File: src/rtl/sched_pkg.sv
// Shared definitions for the per-packet decision-phase scheduler.
package sched_pkg;

  localparam int unsigned SEL_WIDTH  = 4;
  localparam int unsigned NUM_PHASES = 9;

  // Phase indices double as the memory mux select values.
  typedef enum logic [SEL_WIDTH-1:0] {
    PH_LEARN_COSTS         = 4'd0,
    PH_AM_I_SINK           = 4'd1,
    PH_AM_I_FORWARDING     = 4'd2,
    PH_FIX_SINK_LIST       = 4'd3,
    PH_NEIGHBOR_SINK_OTHER = 4'd4,
    PH_FIND_MY_BEST        = 4'd5,
    PH_BETTER_NEIGHBORS    = 4'd6,
    PH_WINNER_POLICY       = 4'd7,
    PH_SELECT_ACTION       = 4'd8
  } phase_id_e;

  typedef enum logic [2:0] {
    ST_IDLE,
    ST_LAUNCH,
    ST_WAIT,
    ST_FINISH,
    ST_ABORT,
    ST_ERROR
  } sched_state_e;

  // A round is in progress in every state except IDLE and ERROR.
  function automatic logic state_is_busy(sched_state_e s);
    return (s == ST_LAUNCH) || (s == ST_WAIT) || (s == ST_FINISH) || (s == ST_ABORT);
  endfunction

endpackage

File: src/rtl/phase_timeout_counter.sv
// Per-phase watchdog: counts WAIT cycles of the active phase.
module phase_timeout_counter #(
  parameter int unsigned TIMEOUT_CYCLES = 4096
) (
  input  logic clk_i,
  input  logic rst_ni,
  input  logic clr_i,
  input  logic inc_i,
  output logic tc_o
);
  localparam int unsigned CNT_W = $clog2(TIMEOUT_CYCLES);

  logic [CNT_W-1:0] cnt_q;
  logic [CNT_W-1:0] cnt_d;

  // Clear has priority over increment.
  always_comb begin
    cnt_d = cnt_q;
    if (clr_i) begin
      cnt_d = '0;
    end else if (inc_i) begin
      cnt_d = cnt_q + 1'b1;
    end
  end

  // Counter register.
  always_ff @(posedge clk_i or negedge rst_ni) begin
    if (!rst_ni) begin
      cnt_q <= '0;
    end else begin
      cnt_q <= cnt_d;
    end
  end

  // Flags the cycle whose increment makes the count reach TIMEOUT_CYCLES-1.
  assign tc_o = (cnt_q == CNT_W'(TIMEOUT_CYCLES - 2));

endmodule

File: src/rtl/phase_scheduler.sv
// Sequences the decision phases, launching each with a start pulse and
// granting the shared memory port to the active phase.
module phase_scheduler #(
  parameter int unsigned NUM_PHASES     = sched_pkg::NUM_PHASES,
  parameter int unsigned SEL_WIDTH      = sched_pkg::SEL_WIDTH,
  parameter int unsigned TIMEOUT_CYCLES = 4096
) (
  input  logic                  clock,
  input  logic                  nrst,
  input  logic                  en,
  input  logic                  start,
  input  logic [NUM_PHASES-1:0] phase_done,
  input  logic [NUM_PHASES-1:0] phase_abort,
  output logic [NUM_PHASES-1:0] phase_start,
  output logic [SEL_WIDTH-1:0]  addr_select,
  output logic [SEL_WIDTH-1:0]  wr_select,
  output logic                  mem_grant,
  output logic                  busy,
  output logic                  round_done,
  output logic                  round_aborted,
  output logic [SEL_WIDTH-1:0]  abort_phase,
  output logic                  timeout_err,
  output logic [15:0]           round_count
);
  import sched_pkg::*;

  localparam logic [SEL_WIDTH-1:0] LAST_IDX = SEL_WIDTH'(NUM_PHASES - 1);

  sched_state_e          state_q;
  logic [SEL_WIDTH-1:0]  idx_q;
  logic [SEL_WIDTH-1:0]  abort_phase_q;
  logic                  timeout_err_q;
  logic [15:0]           round_count_q;

  logic                  cur_done;
  logic                  cur_abort;
  logic [NUM_PHASES-1:0] idx_onehot;
  logic                  tmo_clr;
  logic                  tmo_inc;
  logic                  tmo_tc;

  // Pick out the done/abort pair of the active phase; other phases are ignored.
  always_comb begin
    cur_done   = 1'b0;
    cur_abort  = 1'b0;
    idx_onehot = '0;
    for (int unsigned i = 0; i < NUM_PHASES; i++) begin
      if (idx_q == SEL_WIDTH'(i)) begin
        cur_done      = phase_done[i];
        cur_abort     = phase_abort[i];
        idx_onehot[i] = 1'b1;
      end
    end
  end

  // Watchdog control: restart on launch, count WAIT cycles without done.
  always_comb begin
    tmo_clr = en && (state_q == ST_LAUNCH);
    tmo_inc = en && (state_q == ST_WAIT) && !cur_done;
  end

  phase_timeout_counter #(
    .TIMEOUT_CYCLES(TIMEOUT_CYCLES)
  ) u_timeout (
    .clk_i (clock),
    .rst_ni(nrst),
    .clr_i (tmo_clr),
    .inc_i (tmo_inc),
    .tc_o  (tmo_tc)
  );

  // Round sequencer; everything freezes while en is low.
  always_ff @(posedge clock or negedge nrst) begin
    if (!nrst) begin
      state_q       <= ST_IDLE;
      idx_q         <= '0;
      abort_phase_q <= '0;
      timeout_err_q <= 1'b0;
      round_count_q <= '0;
    end else if (en) begin
      case (state_q)
        ST_IDLE, ST_ERROR: begin
          if (start) begin
            state_q       <= ST_LAUNCH;
            idx_q         <= '0;
            abort_phase_q <= '0;
            timeout_err_q <= 1'b0;
          end
        end
        ST_LAUNCH: begin
          state_q <= ST_WAIT;
        end
        ST_WAIT: begin
          if (cur_done) begin
            if (cur_abort) begin
              state_q       <= ST_ABORT;
              abort_phase_q <= idx_q;
              round_count_q <= round_count_q + 16'd1;
            end else if (idx_q == LAST_IDX) begin
              state_q       <= ST_FINISH;
              round_count_q <= round_count_q + 16'd1;
            end else begin
              state_q <= ST_LAUNCH;
              idx_q   <= idx_q + 1'b1;
            end
          end else if (tmo_tc) begin
            state_q       <= ST_ERROR;
            timeout_err_q <= 1'b1;
          end
        end
        ST_FINISH, ST_ABORT: begin
          state_q <= ST_IDLE;
          idx_q   <= '0;
        end
        default: begin
          state_q <= ST_IDLE;
          idx_q   <= '0;
        end
      endcase
    end
  end

  // Output decode; pulses are masked while frozen and reappear once en returns.
  always_comb begin
    phase_start   = (en && (state_q == ST_LAUNCH)) ? idx_onehot : '0;
    round_done    = en && (state_q == ST_FINISH);
    round_aborted = en && (state_q == ST_ABORT);
    addr_select   = idx_q;
    wr_select     = idx_q;
    mem_grant     = (state_q == ST_LAUNCH) || (state_q == ST_WAIT);
    busy          = state_is_busy(state_q);
    abort_phase   = abort_phase_q;
    timeout_err   = timeout_err_q;
    round_count   = round_count_q;
  end

endmodule

File: config.mk
export PLATFORM = sky130hd
export DESIGN_NAME = phase_scheduler
export DESIGN_NICKNAME = d
export VERILOG_FILES = /design/src/rtl/sched_pkg.sv /design/src/rtl/phase_timeout_counter.sv /design/src/rtl/phase_scheduler.sv
export SDC_FILE = /design/constraint.sdc
export NUM_CORES = 1
export LEC_CHECK = 0
export BUFFER_PORTS_ARGS = -buffer_cell sky130_fd_sc_hd__buf_2
export CORE_MARGIN = 2
export CORE_UTILIZATION = 48
export DETAILED_ROUTE_END_ITERATION = 6
export GPL_TIMING_DRIVEN = 1
export PLACE_DENSITY = 0.76
export SYNTH_ARGS = -nofsm -noshare
export SYNTH_HDL_FRONTEND = slang
export SYNTH_SLANG_ARGS = --single-unit
File: constraint.sdc
create_clock -name clock -period 2.23 [get_ports clock]
set_input_delay 0.446 -clock clock [delete_from_list [all_inputs] [get_ports clock]]
set_output_delay 0.446 -clock clock [all_outputs]
set_load 0.005 [all_outputs]
==> metrics.log <==
[metrics] result of the run: finished, violations left
[metrics] violated checks: negative setup slack
[metrics] CP max FO: 9
[metrics] Std-Cell Rows: 26
[metrics] classification of the worst-slack hold path: in -> async
[metrics] Largest stage delay, worst path: 0.46 ns
[metrics] Antenna Cells: 0
[metrics] Setup crit end kind: flop
[metrics] global-route wire length before repair: 10.9 mm
[metrics] final setup skew: 0.00602 ns
[metrics] final net count: 403
[metrics] sinks on the clock net: 40
[metrics] Yosys warning count: 0
[metrics] number of H-tree levels: 2
[metrics] post-route core utilization: 66.9%
[metrics] final routed wire length divided by cell count: 15.1 µm
[metrics] via count of the first global-routing pass: 2,378
[metrics] data required time at the worst endpoint: 2.41 ns
[metrics] commonest non-fill, non-tap cells in the layout: sky130_fd_sc_hd__buf_2 (63), sky130_fd_sc_hd__dfrtp_1 (38), sky130_fd_sc_hd__buf_4 (35), sky130_fd_sc_hd__nand2_1 (22), sky130_fd_sc_hd__nor2_1 (22)
[metrics] proportion of layout cells with a drive suffix above 1: 41.3%
[metrics] length of routed wiring on met1: 2.93 mm
[metrics] clock latency of the later-clocked register in the worst-skew pair: 0.29 ns
[metrics] worst-path cell chain: inv_2 > ha_2 > nor2_1 > and4b_1 > o21ai_1 > buf_4 > a211o_2 > or4b_4 > mux2i_1
[metrics] clk buf depth: 2
[metrics] share of the synthesized area in the top cell type: 39.8%
[metrics] final setup slack of the worst path: -0.125 ns
[metrics] Highest Clock Rate: 425 MHz
[metrics] Die Outline Area: 5840 µm²
[metrics] most common flop cell mapped by yosys: sky130_fd_sc_hd__dfrtp_1
[metrics] cell count after synthesis: 284
[metrics] syn avg cell area: 8.86 µm²
[metrics] final hold violations: 0
[metrics] Post-Place Cells: 436
[metrics] last weighted congestion value of the routability-driven placer: 0.918
[metrics] routed wire length on met2: 3.29 mm
[metrics] maximum number of pins on one net before global-route repair: 19
[metrics] part of the Yosys area used for sequential elements: 39.8%
[metrics] CTS Root Buffer Type: sky130_fd_sc_hd__clkbuf_8
[metrics] IO buf count: 63
[metrics] RSZ-0062 raised after global routing: yes
[metrics] number of synthesized flops with an enable pin: 0
[metrics] Leak: 1.67 nW
[metrics] top routing layer in use: met4
[metrics] number of setup violations in the final report: 24
[metrics] final HPWL from detailed placement: 5.01 mm
[metrics] signal arrival time at the worst endpoint: 2.53 ns
[metrics] number of clock buffers inserted by TritonCTS: 5
[metrics] area of the placeable core: 5070 µm²
[metrics] period utilisation layout: 106%
[metrics] I/O pin count: 64
[metrics] area overhead of the layout relative to synthesis: 34.8%
[metrics] total number of vias: 2,428
[metrics] Worst Max-Slew Pin Slew: 0.453 ns
[metrics] DR vias/cell: 5.46
[metrics] Synth async-reset ratio: 100%
[metrics] max-slew headroom at the worst pin: 69.8%
[metrics] effective utilization at floorplan: 49.6%
[metrics] Vert. Die Dim: 76.4 µm
[metrics] ranking of synthesized cells by area: sky130_fd_sc_hd__dfrtp_1 (40%), sky130_fd_sc_hd__xor2_1 (4.9%), sky130_fd_sc_hd__o21ai_0 (3.6%), sky130_fd_sc_hd__nand2_1 (3.6%), sky130_fd_sc_hd__ha_1 (3.5%)
[metrics] number of remaining DRC errors: 0
[metrics] number of pins with negative max-slew slack in the final report: 0
[metrics] GRT Util Overall: 22.9%
[metrics] final wirelength: 6.72 mm
[metrics] die width: 76.4 µm
[metrics] library cell occupying the most area in the post-synthesis netlist: sky130_fd_sc_hd__dfrtp_1
[metrics] cts-stage hold buffer count: 0
[metrics] area of the mapped netlist: 2520 µm²
[metrics] P per Cell Area: 735 nW/µm²
[metrics] library cell contributing the largest single delay on the critical path: sky130_fd_sc_hd__or4b_4
[metrics] max-cap viol count: 0
[metrics] CP Launch Type: flop
[metrics] CTS tree: done
[metrics] Iter 0 DRT Violations: 116
[metrics] nets in the synthesized netlist: 313
[metrics] Worst-path clk slew: 0.08 ns
[metrics] time the final worst path needs with I/O delays and setup: 2.36 ns
[metrics] worst-case vdd ir drop: 0.388 mV
[metrics] WL met3: 346 µm
[metrics] class of the most critical setup path: reg -> reg
[metrics] register bit count reported by yosys: 40
[metrics] most frequent standard cell in the layout excluding fill and tap cells: sky130_fd_sc_hd__buf_2
[metrics] PnR Total Power: 2.49 mW
[metrics] number of library cell types mapped by synthesis: 51
[metrics] Post-Layout Cell Count: 445
[metrics] global-route congestion overflow total: 0
[metrics] Final ANT Viol Nets: 0
[metrics] Pre-Repair DR Iteration Count: 4
[metrics] number of antenna violations at the first check in global routing: 0
power by group:
group | internal, mW | switching [mW]
logic | 0.516 | 0.601
registers | 0.792 | 0.0895
clock network | 0.253 | 0.243
worst paths after layout:
kind | cells past startpoint | start | slack [ns] | end
worst max-delay path | 9 | addr_select[1] | -0.13 | addr_select[2]
worst min-delay path | 1 | nrst | 0.1 | state_q[0]
worst max register to register | 9 | addr_select[1] | -0.13 | addr_select[2]
worst min register to register | 1 | round_count[15] | 0.46 | round_count[15]
max in group asynchronous | 2 | nrst | 1.59 | round_count[13]
min in group clock | 1 | round_count[15] | 0.46 | round_count[15]
layer usage:
metal | track usage, % | vias up
met1 | 29.8 | 1154
met2 | 38.7 | 80
met5 | 0 | -
met3 | 4.03 | 14
li1 | - | 1180
met4 | 7.64 | 0
Yosys cell counts (all sizes together) (2+ instances only):
cell type / instances
and3: 6
mux2: 2
xnor2: 4
o21ba: 2
a31oi: 2
nand3b: 2
buf: 10
clkbuf: 9
a21oi: 15
xor2: 14
o21bai: 3
nor4b: 4
ha: 7
nand2: 24
nor3b: 3
a211oi: 4
or2: 2
o211ai: 3
nor2: 23
mux2i: 2
nor2b: 8
nor4: 3
nand3: 10
inv: 10
nor3: 12
dfrtp: 40
and2: 3
a22o: 5
o21ai: 21
or3: 9
nand2b: 3
nand4: 6
cells by family after synthesis:
group           share of synthesized area (%)
flops                                    39.8
fa+ha+maj                                3.48
compound gates                           16.9
mux                                      1.69
simple gates                             26.1
xor+xnor                                 6.26
buf+inv                                  5.77
per-stage QoR:
stage / hold slack [ns] / area [µm²] / setup slack (ns) / TNS [ns]
2_1_floorplan: 0.150 / 2550 / 0.0125 / 0
3_3_place_gp: 0.401 / 3130 / -0.108 / -1.72
3_5_place_dp: 0.414 / 3130 / -0.164 / -3.44
4_1_cts: 0.106 / 3260 / -0.0553 / -0.348
5_1_grt: 0.113 / 3390 / -0.259 / -5.33
6_report: 0.0972 / 3390 / -0.125 / -1.26
critical path: cells and delay by family (launching register included):
kind                     cells  cell delay (ns)
AND/OR/NAND/NOR              3             0.70
flip-flops                   1             0.45
buffers and inverters        2             0.29
AO/OA/AOI/OAI                2             0.40
adder cells (fa/ha/maj)      1             0.28
multiplexers                 1             0.13
area by class of cell:
| class | instances | area [µm²] |
|---|---|---|
| fill | 431 | 1680 |
| sequential | 40 | 1000 |
| inverter | 10 | 37.5 |
| timing repair buffer | 102 | 623 |
| tap | 70 | 87.6 |
| multi-input combinational | 215 | 1550 |
| clock buffer | 8 | 90.1 |
registers in the layout, indices dropped and copies added (netlist names):
signal and flops:
abort_phase 4, round_count 16, u_timeout.cnt_q 12, timeout_err 1, state_q 3, addr_select 4
repair_timing:
action / in CTS / in global routing
buffers inserted: 0 / 1
resized for setup: 13 / 27
cloned: 0 / 0
endpoints found under the setup margin: 36 / 42
pin swaps: 4 / 8
endpoints found under the hold margin: 0 / 0
Power figures use the tool's default switching activity.
